`config.mk`:
```
export PLATFORM = sky130hd
export DESIGN_NAME = accel_host_streamer
export DESIGN_NICKNAME = d
export VERILOG_FILES = /design/src/rtl/accel_pkg.sv /design/src/rtl/row_fifo.sv /design/src/rtl/accel_host_streamer.sv
export SDC_FILE = /design/constraint.sdc
export NUM_CORES = 2
export LEC_CHECK = 0
export BUFFER_PORTS_ARGS = -buffer_cell sky130_fd_sc_hd__buf_2
export CAP_MARGIN = 40
export CORE_MARGIN = 5
export CORE_UTILIZATION = 61
export DETAILED_ROUTE_END_ITERATION = 8
export GPL_ROUTABILITY_DRIVEN = 0
export PLACE_DENSITY_LB_ADDON = 0.25
export RECOVER_POWER = 50
export SETUP_SLACK_MARGIN = 0.4
export SLEW_MARGIN = 20
export SYNTH_ARGS = -nofsm -noshare
export SYNTH_HDL_FRONTEND = slang
export SYNTH_HIERARCHICAL = 1
export SYNTH_SLANG_ARGS = --single-unit
```
`constraint.sdc`:
```
create_clock -name clk -period 10.8 [get_ports clk]
set_clock_uncertainty 0.2 [all_clocks]
set_input_delay 1.08 -clock clk [delete_from_list [all_inputs] [get_ports clk]]
set_output_delay 1.08 -clock clk [all_outputs]
set_load 0.02 [all_outputs]
```
`src/rtl/accel_pkg.sv`:
```
// Shared types and run-schedule constants for the accelerator host streamer.
package accel_pkg;

  typedef enum logic [2:0] {
    S_IDLE,
    S_PREFILL,
    S_SEND_X,
    S_SEND_W1,
    S_WAIT_MID,
    S_SEND_W2,
    S_WAIT_OT,
    S_RECV
  } host_state_t;

  localparam int unsigned N_ROWS       = 128;
  localparam int unsigned RMS_CYCLES   = 41;
  localparam int unsigned W2_ROWS      = 64;
  localparam int unsigned MID_WAIT     = 640;
  localparam int unsigned OT_WAIT      = 128;
  localparam int unsigned ROWS_PER_RUN = 320;

endpackage

```
`src/rtl/row_fifo.sv`:
```
// Synchronous first-word-fall-through row FIFO with flush; DEPTH must be a power of 2.
module row_fifo #(
  parameter int unsigned WIDTH = 128,
  parameter int unsigned DEPTH = 32
) (
  input  logic                     clk,
  input  logic                     rst_n,
  input  logic                     flush,
  input  logic                     push,
  input  logic [WIDTH-1:0]         wdata,
  input  logic                     pop,
  output logic [WIDTH-1:0]         rdata,
  output logic                     full,
  output logic                     empty,
  output logic [$clog2(DEPTH):0]   count
);

  localparam int unsigned AW = $clog2(DEPTH);
  localparam logic [AW:0] CNT_FULL = (AW+1)'(DEPTH);

  logic [WIDTH-1:0] mem [DEPTH];
  logic [AW-1:0]    wptr;
  logic [AW-1:0]    rptr;
  logic             do_push;
  logic             do_pop;

  assign full    = (count == CNT_FULL);
  assign empty   = (count == '0);
  assign do_pop  = pop && !empty;
  assign do_push = push && (!full || do_pop);
  assign rdata   = mem[rptr];

  always_ff @(posedge clk) begin
    if (do_push) mem[wptr] <= wdata;
  end

  always_ff @(posedge clk or negedge rst_n) begin
    if (!rst_n) begin
      wptr  <= '0;
      rptr  <= '0;
      count <= '0;
    end else if (flush) begin
      wptr  <= '0;
      rptr  <= '0;
      count <= '0;
    end else begin
      if (do_push) wptr <= wptr + 1'b1;
      if (do_pop)  rptr <= rptr + 1'b1;
      case ({do_push, do_pop})
        2'b10:   count <= count + 1'b1;
        2'b01:   count <= count - 1'b1;
        default: count <= count;
      endcase
    end
  end

endmodule

```
`src/rtl/accel_host_streamer.sv`:
```
// Host-side streamer: stages source rows, drives the accelerator load port on its fixed
// cycle schedule without ever stalling, and captures the READ_OUT rows.
module accel_host_streamer
  import accel_pkg::*;
#(
  parameter int unsigned ARR_WIDTH  = 16,
  parameter int unsigned FXP_N      = 16,
  parameter int unsigned FIFO_DEPTH = 32,
  parameter int unsigned PREFILL    = 32
) (
  input  logic                       clk,
  input  logic                       rst_n,
  input  logic                       start,
  output logic                       busy,
  output logic                       done,
  input  logic                       src_valid,
  output logic                       src_ready,
  input  logic [ARR_WIDTH*8-1:0]     src_data,
  output logic                       acc_enable,
  output logic [6:0]                 acc_mem_addr,
  output logic [ARR_WIDTH*8-1:0]     acc_mem_data,
  output logic                       acc_mem_valid,
  input  logic                       acc_out_valid,
  input  logic [ARR_WIDTH*FXP_N-1:0] acc_vec_out,
  output logic                       out_valid,
  output logic [6:0]                 out_row,
  output logic [ARR_WIDTH*FXP_N-1:0] out_data,
  output logic                       err_underrun,
  output logic                       err_sync
);

  localparam int unsigned DW = ARR_WIDTH * 8;
  localparam int unsigned CW = $clog2(FIFO_DEPTH) + 1;

  host_state_t    state;
  host_state_t    state_nxt;
  logic [6:0]     row_ctr;
  logic [5:0]     sub_ctr;
  logic [9:0]     wait_ctr;
  logic [8:0]     push_total;
  logic [DW-1:0]  hold_data;
  logic [DW-1:0]  fifo_rdata;
  logic [DW-1:0]  head_or_zero;
  logic [CW-1:0]  fifo_count;
  logic           fifo_full;
  logic           fifo_empty;
  logic           push;
  logic           pop_due;
  logic           accept_start;
  logic           row_last;
  logic           win_last;
  logic           wait_last;
  logic           done_pre;
  logic           in_wait;

  assign accept_start = start && !busy;
  assign src_ready    = busy && !fifo_full && (push_total < 9'(ROWS_PER_RUN));
  assign push         = src_valid && src_ready;
  assign head_or_zero = fifo_empty ? '0 : fifo_rdata;
  assign row_last     = (row_ctr == 7'(N_ROWS - 1));
  assign win_last     = (sub_ctr == 6'(RMS_CYCLES - 1));
  assign in_wait      = (state == S_WAIT_MID) || (state == S_WAIT_OT);
  assign wait_last    = (state == S_WAIT_MID) ? (wait_ctr == 10'(MID_WAIT - 1))
                                              : (wait_ctr == 10'(OT_WAIT - 1));

  // Leftover rows from an underrun run are discarded when the next run is accepted.
  row_fifo #(
    .WIDTH (DW),
    .DEPTH (FIFO_DEPTH)
  ) u_fifo (
    .clk   (clk),
    .rst_n (rst_n),
    .flush (accept_start),
    .push  (push),
    .wdata (src_data),
    .pop   (pop_due),
    .rdata (fifo_rdata),
    .full  (fifo_full),
    .empty (fifo_empty),
    .count (fifo_count)
  );

  always_ff @(posedge clk or negedge rst_n) begin
    if (!rst_n) state <= S_IDLE;
    else        state <= state_nxt;
  end

  // PREFILL also covers T0: the first cycle with acc_enable high sends nothing.
  always_comb begin
    state_nxt = state;
    case (state)
      S_IDLE:     if (accept_start)         state_nxt = S_PREFILL;
      S_PREFILL:  if (acc_enable)           state_nxt = S_SEND_X;
      S_SEND_X:   if (row_last)             state_nxt = S_SEND_W1;
      S_SEND_W1:  if (row_last && win_last) state_nxt = S_WAIT_MID;
      S_WAIT_MID: if (wait_last)            state_nxt = S_SEND_W2;
      S_SEND_W2:  if (row_last && win_last) state_nxt = S_WAIT_OT;
      S_WAIT_OT:  if (wait_last)            state_nxt = S_RECV;
      S_RECV:     if (row_last)             state_nxt = S_IDLE;
      default:                              state_nxt = S_IDLE;
    endcase
  end

  always_comb begin
    pop_due       = 1'b0;
    acc_mem_valid = 1'b0;
    acc_mem_addr  = '0;
    acc_mem_data  = '0;
    case (state)
      S_SEND_X: begin
        pop_due       = 1'b1;
        acc_mem_valid = 1'b1;
        acc_mem_addr  = row_ctr;
        acc_mem_data  = head_or_zero;
      end
      S_SEND_W1, S_SEND_W2: begin
        if (state == S_SEND_W1 || row_ctr < 7'(W2_ROWS)) begin
          pop_due       = (sub_ctr == '0);
          acc_mem_valid = 1'b1;
          acc_mem_addr  = row_ctr;
          acc_mem_data  = (sub_ctr == '0) ? head_or_zero : hold_data;
        end
      end
      default: ;
    endcase
  end

  always_ff @(posedge clk or negedge rst_n) begin
    if (!rst_n) begin
      row_ctr   <= '0;
      sub_ctr   <= '0;
      wait_ctr  <= '0;
      hold_data <= '0;
    end else begin
      wait_ctr <= (in_wait && !wait_last) ? wait_ctr + 1'b1 : '0;
      if (pop_due) hold_data <= head_or_zero;
      case (state)
        S_SEND_X, S_RECV: row_ctr <= row_ctr + 1'b1;
        S_SEND_W1, S_SEND_W2: begin
          if (win_last) begin
            sub_ctr <= '0;
            row_ctr <= row_ctr + 1'b1;
          end else begin
            sub_ctr <= sub_ctr + 1'b1;
          end
        end
        S_WAIT_MID, S_WAIT_OT: ;
        default: begin
          row_ctr <= '0;
          sub_ctr <= '0;
        end
      endcase
    end
  end

  always_ff @(posedge clk or negedge rst_n) begin
    if (!rst_n) begin
      acc_enable   <= 1'b0;
      busy         <= 1'b0;
      done_pre     <= 1'b0;
      done         <= 1'b0;
      push_total   <= '0;
      err_underrun <= 1'b0;
      err_sync     <= 1'b0;
      out_valid    <= 1'b0;
      out_row      <= '0;
      out_data     <= '0;
    end else begin
      if (state == S_PREFILL && fifo_count >= CW'(PREFILL)) acc_enable <= 1'b1;
      else if (state == S_RECV && row_last)                 acc_enable <= 1'b0;

      done_pre <= (state == S_RECV) && row_last;
      done     <= done_pre;
      if (accept_start)  busy <= 1'b1;
      else if (done_pre) busy <= 1'b0;

      if (accept_start) push_total <= '0;
      else if (push)    push_total <= push_total + 1'b1;

      if (accept_start) begin
        err_underrun <= 1'b0;
        err_sync     <= 1'b0;
      end else begin
        if (pop_due && fifo_empty) err_underrun <= 1'b1;
        if (busy && (acc_out_valid != (state == S_RECV))) err_sync <= 1'b1;
      end

      out_valid <= (state == S_RECV) && acc_out_valid;
      if (state == S_RECV && acc_out_valid) begin
        out_row  <= row_ctr;
        out_data <= acc_vec_out;
      end
    end
  end

endmodule

```
==> key figures <==
Run status
  • Failing checks: max-capacitance violations, max-slew violations
  • Status: finished with violations

STA
  • Final critical-path share of the clock period: 61.3%
  • Final Max Tran Viols: 111
  • Slew HR: -278%
  • RSZ-0062 raised after global routing: false
  • Slew @ Worst Pin: 5.67 ns
  • Setup slack after layout: 4.18 ns
  • Final hold violation count: 0
  • Crit path time final: between 6 and 7 ns
  • FMAX: ~150 MHz
  • Setup violation total in the final timing report: 0
  • TNS Setup: 0 ns

Logic synthesis
  • Unique cell type count in the Yosys netlist: 74
  • Post-synthesis sequential area ratio: 77.9%
  • Synth Area per Inst: 22.4 sq um
  • Number of synthesized flops with an enable pin: 4096
  • Synth Instances: around 7700
  • Synth Register Bits: roughly 4500
  • Syn_nets: between 8000 and 9000
  • Synth async-reset ratio: under 10%
  • Ys Warns: 6
  • Synthesized cell area: 0.172 sq mm
  • Ys flop type: edfxtp_1

Power
  • Pwr Density: 193 mW/mm^2
  • Sw Pwr: 8.26 mW
  • Clk network pwr share: 40.9%
  • Max VDD drop: ~0.00017 V
  • Internal cell power: 29.7 mW
  • Sequential Power Share: 54.0%
  • LEAKAGE: 66.5 nW
  • Net Sw Frac: between 20% and 30%
  • Combinational share of power: 5.1%

Detailed routing
  • Detailed-route DRC error count: 0
  • Via count: 89700
  • WL per Instance: 36.6 um
  • Routed wire length: 471000 um
  • Iter 0 DRT Violations: 12000
  • ANT nets after route: 0
  • Pre-antenna DRT Iters: 5
  • Routed vias/inst: 6.96

Placed design
  • Placed Cells incl. Taps: 12000
  • Port Buffer Count: 794
  • DP HPWL: 259000 um
  • Pre-CTS WS: about 5.0 ns
  • Cell Area, Placed: 0.182 sq mm

Final layout
  • Design Area, Final: 0.197 sq mm
  • Layout Nets: 9123
  • Layout Cells excl Fill: 12900
  • Share of cells above drive strength 1: between 20% and 30%
  • Final Util: between 60 and 70%
  • Area growth, synth to finish: 14.1%

Critical path
  • Worst-path fanout max: 37
  • R2R Path End: u_fifo/mem[25][49]$_DFFE_PP_
  • Startpoint types: register
  • CP Capture Type: output port
  • FF-to-FF Start: state[1]$_DFFE_PN0P_
  • Worst EP arrival: approximately 5.3 ns
  • R2R Setup Slk: about 4.8 ns
  • CP required: 9.52 ns
  • Critical path origin: u_fifo/rptr[3]$_DFFE_PN0P_
  • CP Class: reg -> out
  • FF-to-FF path depth: 9
  • Setup crit end: acc_mem_data[46]

Clock network
  • Cts bufs inserted: roughly 440
  • Hold buffers post-CTS: 1
  • Reg clk slew, reported paths: 0.06 ns
  • # resized after CTS: 0
  • CTS tree: yes
  • Clock latency on the worst-skew pair: 0.97 ns
  • # clock sinks: 4545
  • Clock Tree Root: clkbuf_16
  • H-tree levels: 5
  • Bufs on Longest Clock Path: 4
  • Post-CTS Setup Repair Bufs: 0

GRT
  • Total routing usage reported by global routing: ~32%
  • Vias in the first global route: 90900
  • Antenna violations before repair: 82
  • First-pass GRT wire length: 671000 um
  • Largest net degree at the start of global routing: 171
  • GRT overflow: 0

Min path
  • HP Class: in -> reg

Die
  • Core area: 0.282 sq mm
  • Starting Density: around three fifths
  • Core Rows: 195
  • DIE HEIGHT: ~540 um
  • I/O pin count: 795
  • Die area: 0.293 sq mm
  • Die Width: 542 um

Job
  • Max Cap Viol: 3
## synth_stat cells (4+ instances only)
cell type	count	share of area (%)
xor2_1	9	0.046
edfxtp_1	4096	71
a22oi_1	148	0.64
o21ai_0	20	0.058
nor2_1	76	0.17
o31ai_1	7	0.030
nand4_1	10	0.036
mux4_2	1018	13
a21oi_1	20	0.058
o22ai_1	77	0.28
nand3_1	22	0.064
nand2_1	41	0.089
o221ai_1	127	0.65
and2_1	112	0.41
o22a_1	55	0.28
nand3b_1	5	0.022
a311oi_1	5	0.025
inv_1	25	0.054
xnor2_1	9	0.046
nor4_1	4	0.015
buf_2	163	0.47
nor3_1	63	0.18
clkbuf_1	245	0.53
dfrtp_1	449	6.5
nand2b_1	4	0.015
a31oi_1	83	0.30
mux2i_1	22	0.13
buf_4	16	0.070
ha_1	15	0.11
buf_1	43	0.094
a21o_1	4	0.017
a211oi_1	114	0.50
a22o_1	256	1.3
mux2_2	267	1.7
nor2b_1	15	0.054
or4_1	5	0.022
## worst max-delay path, stage by stage, from the launching register on
cell      delay [ns]
dfrtp_1         0.80
nand3b_1        0.65
buf_4           0.80
buf_4           0.48
o22a_1          0.23
o221ai_1        0.20
nor3_1          0.68
a22o_1          0.28
buf_2           0.19
## cell usage in the layout (no fill, tap or decap), types with 62 or more instances in the layout
master / instances
clkbuf_1: 489
o221ai_1: 127
dfrtp_1: 446
a22oi_1: 148
buf_2: 405
nor3_1: 62
mux2_2: 267
and2_1: 112
clkinv_1: 76
clkinv_2: 79
mux4_2: 1018
a31oi_1: 83
clkbuf_16: 450
a211oi_1: 114
a22o_1: 256
o22ai_1: 77
edfxtp_1: 4096
buf_4: 138
## layer usage
metal	vias to the layer above	share of wire [%]	wire, um	track usage [%]
met4	30	4.7	22300	13.8
met1	47000	35	163000	43.8
met5	-	0.040	189	0
met3	998	12	56200	6.96
li1	35000	-	-	-
met2	6719	49	229000	51.2
## worst min-delay path by stage
stage / from / endpoint / cells after the start
floorplan: done_pre$_DFF_PN0_ / done$_DFF_PN0_ / 0
global placement: done_pre$_DFF_PN0_ / done$_DFF_PN0_ / 0
detailed placement: done_pre$_DFF_PN0_ / done$_DFF_PN0_ / 0
CTS: start / err_sync$_DFFE_PN0P_ / 2
global route: acc_vec_out[50] / out_data[50]$_DFFE_PN0P_ / 2
finish: start / err_sync$_DFFE_PN0P_ / 2
## logic make-up (layout without fill, tap and decap cells)
group	after synthesis	after routing	synth area share (%)
flip-flops	4545	4545	77.9
XOR/XNOR	18	18	0.0915
AO/OA/AOI/OAI	949	949	4.32
AND/OR/NAND/NOR	375	375	1.15
buffers and inverters	495	1886	1.24
multiplexers	1308	1308	15.2
other	0	38	0
adder cells (fa/ha/maj)	17	17	0.126
## through the flow
step | hold slack [ns] | power, mW
final | 0.154 | 37.9
after floorplan | 0.149 | 21.7
after global placement | 0.193 | 22.5
after CTS | 0.0823 | 38.1
after global routing | 0.121 | 39.0
after detailed placement | 0.180 | 22.7
## power by group through the flow
stage	clock (mW)	sequential (mW)	combinational (mW)
after detailed placement	0	20.8	1.92
after CTS	15.7	20.5	1.93
final	15.5	20.5	1.94
after global routing	16.5	20.5	1.99
after floorplan	0	20.9	0.812
after global placement	0	20.7	1.80
## sequential cells by signal, indices dropped and copies added, names as in the netlist, 3 cells and up
signal and count:
hold_data 128, out_data 256, out_row 7, push_total 9, row_ctr 7, state 3
sub_ctr 6, u_fifo/count 6, u_fifo/mem 4096, u_fifo/rptr 5, u_fifo/wptr 5, wait_ctr 10
## area by class of cell
class	count	area, sq um
Inverter	27	116
Multi-Input combinational cell	2667	36300
Clock inverter	249	2630
Timing Repair Buffer	1035	6610
Antenna cell	38	95.1
Sequential cell	4545	134000
Tap cell	3743	4680
Clock buffer	575	12000
Fill cell	16500	85100
Power figures use the tool's default switching activity.
